File: config.mk
export PLATFORM = sky130hd
export DESIGN_NAME = tag_lock_queue
export DESIGN_NICKNAME = d
export VERILOG_FILES = /design/src/rtl/tag_lock_queue_pkg.sv /design/src/rtl/tag_lock_queue_rr_arbiter.sv /design/src/rtl/tag_lock_queue.sv
export SDC_FILE = /design/constraint.sdc
export NUM_CORES = 1
export LEC_CHECK = 0
export ABC_AREA = 1
export BUFFER_PORTS_ARGS = -buffer_cell sky130_fd_sc_hd__buf_2
export CELL_PAD_IN_SITES_DETAIL_PLACEMENT = 1
export CELL_PAD_IN_SITES_GLOBAL_PLACEMENT = 1
export CORE_ASPECT_RATIO = 0.5
export CORE_UTILIZATION = 46
export CTS_CLUSTER_SIZE = 12
export DETAILED_ROUTE_END_ITERATION = 16
export PLACE_DENSITY_LB_ADDON = 0.1
export SETUP_SLACK_MARGIN = 0.3
export SLEW_MARGIN = 20
export SYNTH_ARGS = -nofsm -noshare
export SYNTH_HDL_FRONTEND = slang
export SYNTH_HIERARCHICAL = 1
export SYNTH_SLANG_ARGS = --single-unit
File: constraint.sdc
create_clock -name clk -period 6.64 [get_ports clk]
set_clock_uncertainty 0.15 [all_clocks]
set_input_delay 1.328 -clock clk [delete_from_list [all_inputs] [get_ports clk]]
set_output_delay 1.328 -clock clk [all_outputs]
set_load 0.05 [all_outputs]
File: src/rtl/tag_lock_queue_pkg.sv
// tag_lock_queue_pkg: shared width helpers for the tag lock queue and its arbiter.
package tag_lock_queue_pkg;
    function automatic int clog2_min1(input int n);
        return (n <= 2) ? 1 : $clog2(n);
    endfunction
    localparam int NUM_COL_DEF = 4;
    localparam int NUM_CH_DEF  = 4;
    localparam int TAG_W_DEF   = clog2_min1(NUM_COL_DEF);
    localparam int CH_W_DEF    = clog2_min1(NUM_CH_DEF);
endpackage

File: src/rtl/tag_lock_queue_rr_arbiter.sv
// rr_arbiter: one-hot round-robin grant starting the search at ptr_i.
module rr_arbiter #(
    parameter int N = 4,
    parameter int W = 2
) (
    input  logic [N-1:0] req_i,
    input  logic [W-1:0] ptr_i,
    output logic [N-1:0] grant_o,
    output logic [W-1:0] grant_idx_o,
    output logic         any_o
);
    always_comb begin
        grant_o     = '0;
        grant_idx_o = '0;
        any_o       = 1'b0;
        for (int k = 0; k < N; k++) begin
            if (!any_o && req_i[(int'(ptr_i) + k) % N]) begin
                any_o                              = 1'b1;
                grant_o[(int'(ptr_i) + k) % N]     = 1'b1;
                grant_idx_o                        = W'((int'(ptr_i) + k) % N);
            end
        end
    end
endmodule

File: src/rtl/tag_lock_queue.sv
// tag_lock_queue: per-lane first-flush tag capture with lock, queued as {lane, tag}
// in round-robin arrival order and drained over valid/ready.
module tag_lock_queue
    import tag_lock_queue_pkg::*;
#(
    parameter int NUM_COL    = 4,
    parameter int NUM_CH     = 4,
    parameter int DEPTH      = 4,
    parameter int AUTO_REARM = 1,
    localparam int TAG_W     = clog2_min1(NUM_COL),
    localparam int CH_W      = clog2_min1(NUM_CH),
    localparam int CNT_W     = $clog2(DEPTH + 1)
) (
    input  logic                    clk,
    input  logic                    rstn,
    input  logic                    clear_i,
    input  logic [NUM_CH-1:0]       flush_i,
    input  logic [NUM_CH*TAG_W-1:0] tag_in_i,
    input  logic [NUM_CH-1:0]       release_i,
    output logic [NUM_CH-1:0]       tag_lock_o,
    output logic [NUM_CH*TAG_W-1:0] held_tag_o,
    output logic                    out_valid_o,
    input  logic                    out_ready_i,
    output logic [TAG_W-1:0]        out_tag_o,
    output logic [CH_W-1:0]         out_ch_o,
    output logic [CNT_W-1:0]        count_o
);
    localparam int AW = $clog2(DEPTH);
    localparam int PW = AW + 1;
    localparam int EW = CH_W + TAG_W;

    logic [NUM_CH-1:0]       lock_q, lock_d, pend_q, pend_d, infl_q, infl_d;
    logic [NUM_CH-1:0]       grant, capture, pop_mask, rel_unl, pop_unl;
    logic [NUM_CH*TAG_W-1:0] held_q, held_d;
    logic [CH_W-1:0]         rr_q, rr_d, gidx;
    logic [PW-1:0]           wr_q, wr_d, rd_q, rd_d;
    logic [EW-1:0]           mem_q [DEPTH];
    logic [EW-1:0]           head;
    logic                    any, push, pop, full, empty;

    if (DEPTH < NUM_CH) begin : g_depth_check
        $error("DEPTH must be >= NUM_CH");
    end

    rr_arbiter #(.N(NUM_CH), .W(CH_W)) u_arb (
        .req_i       (pend_q),
        .ptr_i       (rr_q),
        .grant_o     (grant),
        .grant_idx_o (gidx),
        .any_o       (any)
    );

    assign head     = mem_q[rd_q[AW-1:0]];
    assign empty    = (wr_q == rd_q);
    assign full     = (wr_q[AW] != rd_q[AW]) && (wr_q[AW-1:0] == rd_q[AW-1:0]);
    assign push     = any & ~clear_i;
    assign pop      = ~empty & out_ready_i & ~clear_i;
    assign pop_mask = pop ? (NUM_CH'(1) << head[EW-1 -: CH_W]) : '0;
    assign rel_unl  = (AUTO_REARM != 0) ? '0 : (release_i & ~infl_q);
    assign pop_unl  = (AUTO_REARM != 0) ? pop_mask : '0;
    // A release in the same cycle makes the lane capturable, so the flush wins over the unlock
    assign capture  = flush_i & (~lock_q | rel_unl) & {NUM_CH{~clear_i}};

    always_comb begin
        held_d = held_q;
        for (int i = 0; i < NUM_CH; i++)
            if (capture[i]) held_d[i*TAG_W +: TAG_W] = tag_in_i[i*TAG_W +: TAG_W];
        lock_d = clear_i ? '0 : (lock_q & ~(rel_unl | pop_unl)) | capture;
        pend_d = clear_i ? '0 : (pend_q & ~grant) | capture;
        infl_d = clear_i ? '0 : (infl_q & ~pop_mask) | capture;
        rr_d   = clear_i ? '0 : push ? ((int'(gidx) == NUM_CH - 1) ? '0 : gidx + 1'b1) : rr_q;
        wr_d   = clear_i ? '0 : wr_q + PW'(push);
        rd_d   = clear_i ? '0 : rd_q + PW'(pop);
    end

    always_ff @(posedge clk or negedge rstn) begin
        if (!rstn) begin
            lock_q <= '0;
            pend_q <= '0;
            infl_q <= '0;
            held_q <= '0;
            rr_q   <= '0;
            wr_q   <= '0;
            rd_q   <= '0;
        end else begin
            lock_q <= lock_d;
            pend_q <= pend_d;
            infl_q <= infl_d;
            held_q <= held_d;
            rr_q   <= rr_d;
            wr_q   <= wr_d;
            rd_q   <= rd_d;
        end
    end

    always_ff @(posedge clk) begin
        if (push) mem_q[wr_q[AW-1:0]] <= {gidx, held_q[gidx*TAG_W +: TAG_W]};
    end

    assign tag_lock_o  = lock_q;
    assign held_tag_o  = held_q;
    assign out_valid_o = ~empty;
    assign out_tag_o   = head[TAG_W-1:0];
    assign out_ch_o    = head[EW-1 -: CH_W];
    assign count_o     = CNT_W'(wr_q - rd_q);

    a_no_overflow: assert property (@(posedge clk) disable iff (!rstn) !(push && full));
endmodule

==> summary.txt <==
Setup Fix Bufs, Post-CTS: 0
number of max-cap violations: 0
die width: 104 um
Initial Utilization: 48.3%
DRC Markers: 0
critical path startpoint category: flip-flop
Synth area leaders: dfrtp_1 25%, edfxtp_1 20%, nand2_1 8.0%
Crit path max-delay family: adder cells
largest net degree at the start of global routing: 25
root buffer cell: clkbuf_8
count leader, synth: nand2_1
Final ANT Viol Nets: 0
CP max stage cell: dfrtp_1
Ys Warns: 6
CTS tree: done
most frequent cells after synthesis: 51 x nand2_1, 28 x inv_1, 24 x dfrtp_1, 24 x nand3_1, 22 x nor2_1
Setup crit start: rd_q[0]
Post-CTS Resized: 0
WL/cell: 17.1 um
area grow syn2layout: 13.7%
grt ovf: 0
Final WS setup: 3200 ps
pwr dens: 523 nW/um2
class of the worst hold path: flip-flop to flip-flop
sequential area share after synthesis: 45.0%
Final Wtd Congestion: 0.809
wire length of the first global-routing pass: 10200 um
RR Startpoint: rr_q[0]
Worst Path Required: 5160 ps
largest stage delay on the critical path: 560 ps
Final nets: 328
Bufs and invs on worst path: 1
First DRT Iteration DRCs: 75
Final Cycle Share: 51.8%
PortBufs: 35
antenna violations before repair: 0
Hold Startpoint: pend_q[0]
DR vias: 1947
CP Cell Sequence: ha_1 > fa_1 > xnor2_1 > buf_2
peak supply drop: 0.000400 V
CP arrival: 1960 ps
final count of pins violating max slew: 0
Slew HR: 54.2%
Synth area leader: dfrtp_1
Yosys cell types: 28
clock buffer depth: 2
Synth Area per Inst: 9.35 um2
WL final: 6270 um
H-tree depth: 2
RSZ-0062 raised after global routing: false
Synth top area share: 25.0%
Cell Rows: 18
status: finished, final reports clean
gr usage total: 24.9%
Core ar.: 4980 um2
final-report setup violation count: 0
clock sink count: 40
post-DR vias/cell: 5.32
Synthesized Nets: 290
Yosys reg bits: 40
final hold viol count: 0
Worst Tran Pin Value: 682 ps
number of global-route vias before repair: 2112
hold buffer count at cts: 0
dpl cells: 358
Synth Cell Area: 2400 um2
Worst Setup End Kind: primary output
fmax: 0.291 GHz
I/O pin count: 40
post-DP HPWL: 4840 um
EDFF count, synth: 16
clk slew on worst S/H paths: 70 ps
DP Worst Slack: 3450 ps
ant diodes: 0
Final Non-Filler Cells: 366
CP Max Fanout: 11
fin crit period: 3440 ps
DR pass1 iterations: 4
die area: 5540 um2
Mapped Cells: 257
commonest register cell after synthesis: dfrtp_1
setup TNS: 0 ps
Num CTS Buffers: 5
Worst Path Class, Setup: flip-flop to primary output
height of the chip: 53.1 um
Worst-Skew Late Latency: 300 ps
share of layout cells above drive strength 1: 26.4%
Lkg Pwr: 0.00133 uW
fraction of registers with async set/reset: 60.0%
through the flow:
stage          hold slack [ps]  util (%)  area (um2)  total power [uW]
2_1_floorplan              321         -        2400              1020
3_3_place_gp               348      52.8        2630              1190
3_5_place_dp               375      52.8        2630              1240
4_1_cts                    395      54.9        2730              1440
5_1_grt                    409      54.9        2730              1520
6_report                   389      54.9        2730              1430
cells by family after synthesis:
| logic type | Yosys count | share of synthesized area (%) |
|---|---|---|
| buffers and inverters | 35 | 7.08 |
| XOR/XNOR | 3 | 1.09 |
| adder cells (fa/ha/maj) | 13 | 7.08 |
| multiplexers | 8 | 5.00 |
| flip-flops | 40 | 45.0 |
| AND/OR/NAND/NOR | 133 | 28.4 |
| AO/OA/AOI/OAI | 25 | 6.40 |
cells in the final DEF (no fill, tap or decap):
cell type  Yosys  routed
nand2_1       51      51
buf_2          1      35
inv_1         28      28
nand3_1       24      24
dfrtp_1       24      24
nor2_1        22      22
edfxtp_1      16      16
nand2_2       15      15
ha_1          12      12
o21ai_0        8       8
mux2_4         8       8
nand4_1        7       7
a21oi_1        7       7
clkbuf_8       0       5
o22ai_1        4       4
nand3_4        4       4
nor3_1         4       4
a21boi_0       4       4
xnor2_1        3       3
inv_8          2       2
nor2_4         2       2
clkinv_1       0       2
nand3_2        2       2
nand2_4        1       1
a21oi_4        1       1
o31ai_1        1       1
fa_1           1       1
bufinv_16      0       1
inv_2          1       1
nor2_2         1       1
state kept, by name, summed over array words and instances, names as in the netlist:
register    cells
rr_q            2
wr_q            3
pend_q          4
held_tag_o      8
mem_q          16
rd_q            3
tag_lock_o      4
final timing paths:
check                              end  slack, ps  cells after the start
min                          pend_q[0]        390                      2
min reg2reg                  pend_q[0]        390                      2
max                         count_o[2]       3200                      4
max reg2reg                mem_q[1][1]       3380                     11
min in group asynchronous      wr_q[0]        860                      1
max in group asynchronous    pend_q[3]       5110                      1
layout make-up:
class	instances	area [um2]
fillers	597	2240
multi-input cells	182	1150
inverters	31	131
clock buffers	5	68.8
well taps	70	87.6
flip-flops and latches	40	1080
clock inverters	3	37.5
repair buffers	35	175
power breakdown:
group	internal, uW	leakage (uW)	total (uW)	switching (uW)
clock network	109	0.0000532	193	84.0
registers	369	0.000452	426	57.4
logic	210	0.000830	810	600
total	689	0.00133	1430	741
worst register-to-register path, delay by kind of cell, from the launching register on:
kind	cells	cell delay, ps
AND/OR/NAND/NOR	5	960
flip-flops	1	590
buffers and inverters	3	490
adder cells (fa/ha/maj)	1	420
AO/OA/AOI/OAI	2	350
per-layer routing:
layer | GRT usage, % | vias to the layer above | routed length (um)
li1 | - | 933 | -
met1 | 28.0 | 969 | 2640
met2 | 48.8 | 29 | 3380
met3 | 3.94 | 16 | 117
met4 | 10.7 | 0 | 137
met5 | 0 | - | 0
No activity file was read; power rests on OpenSTA's default activity.
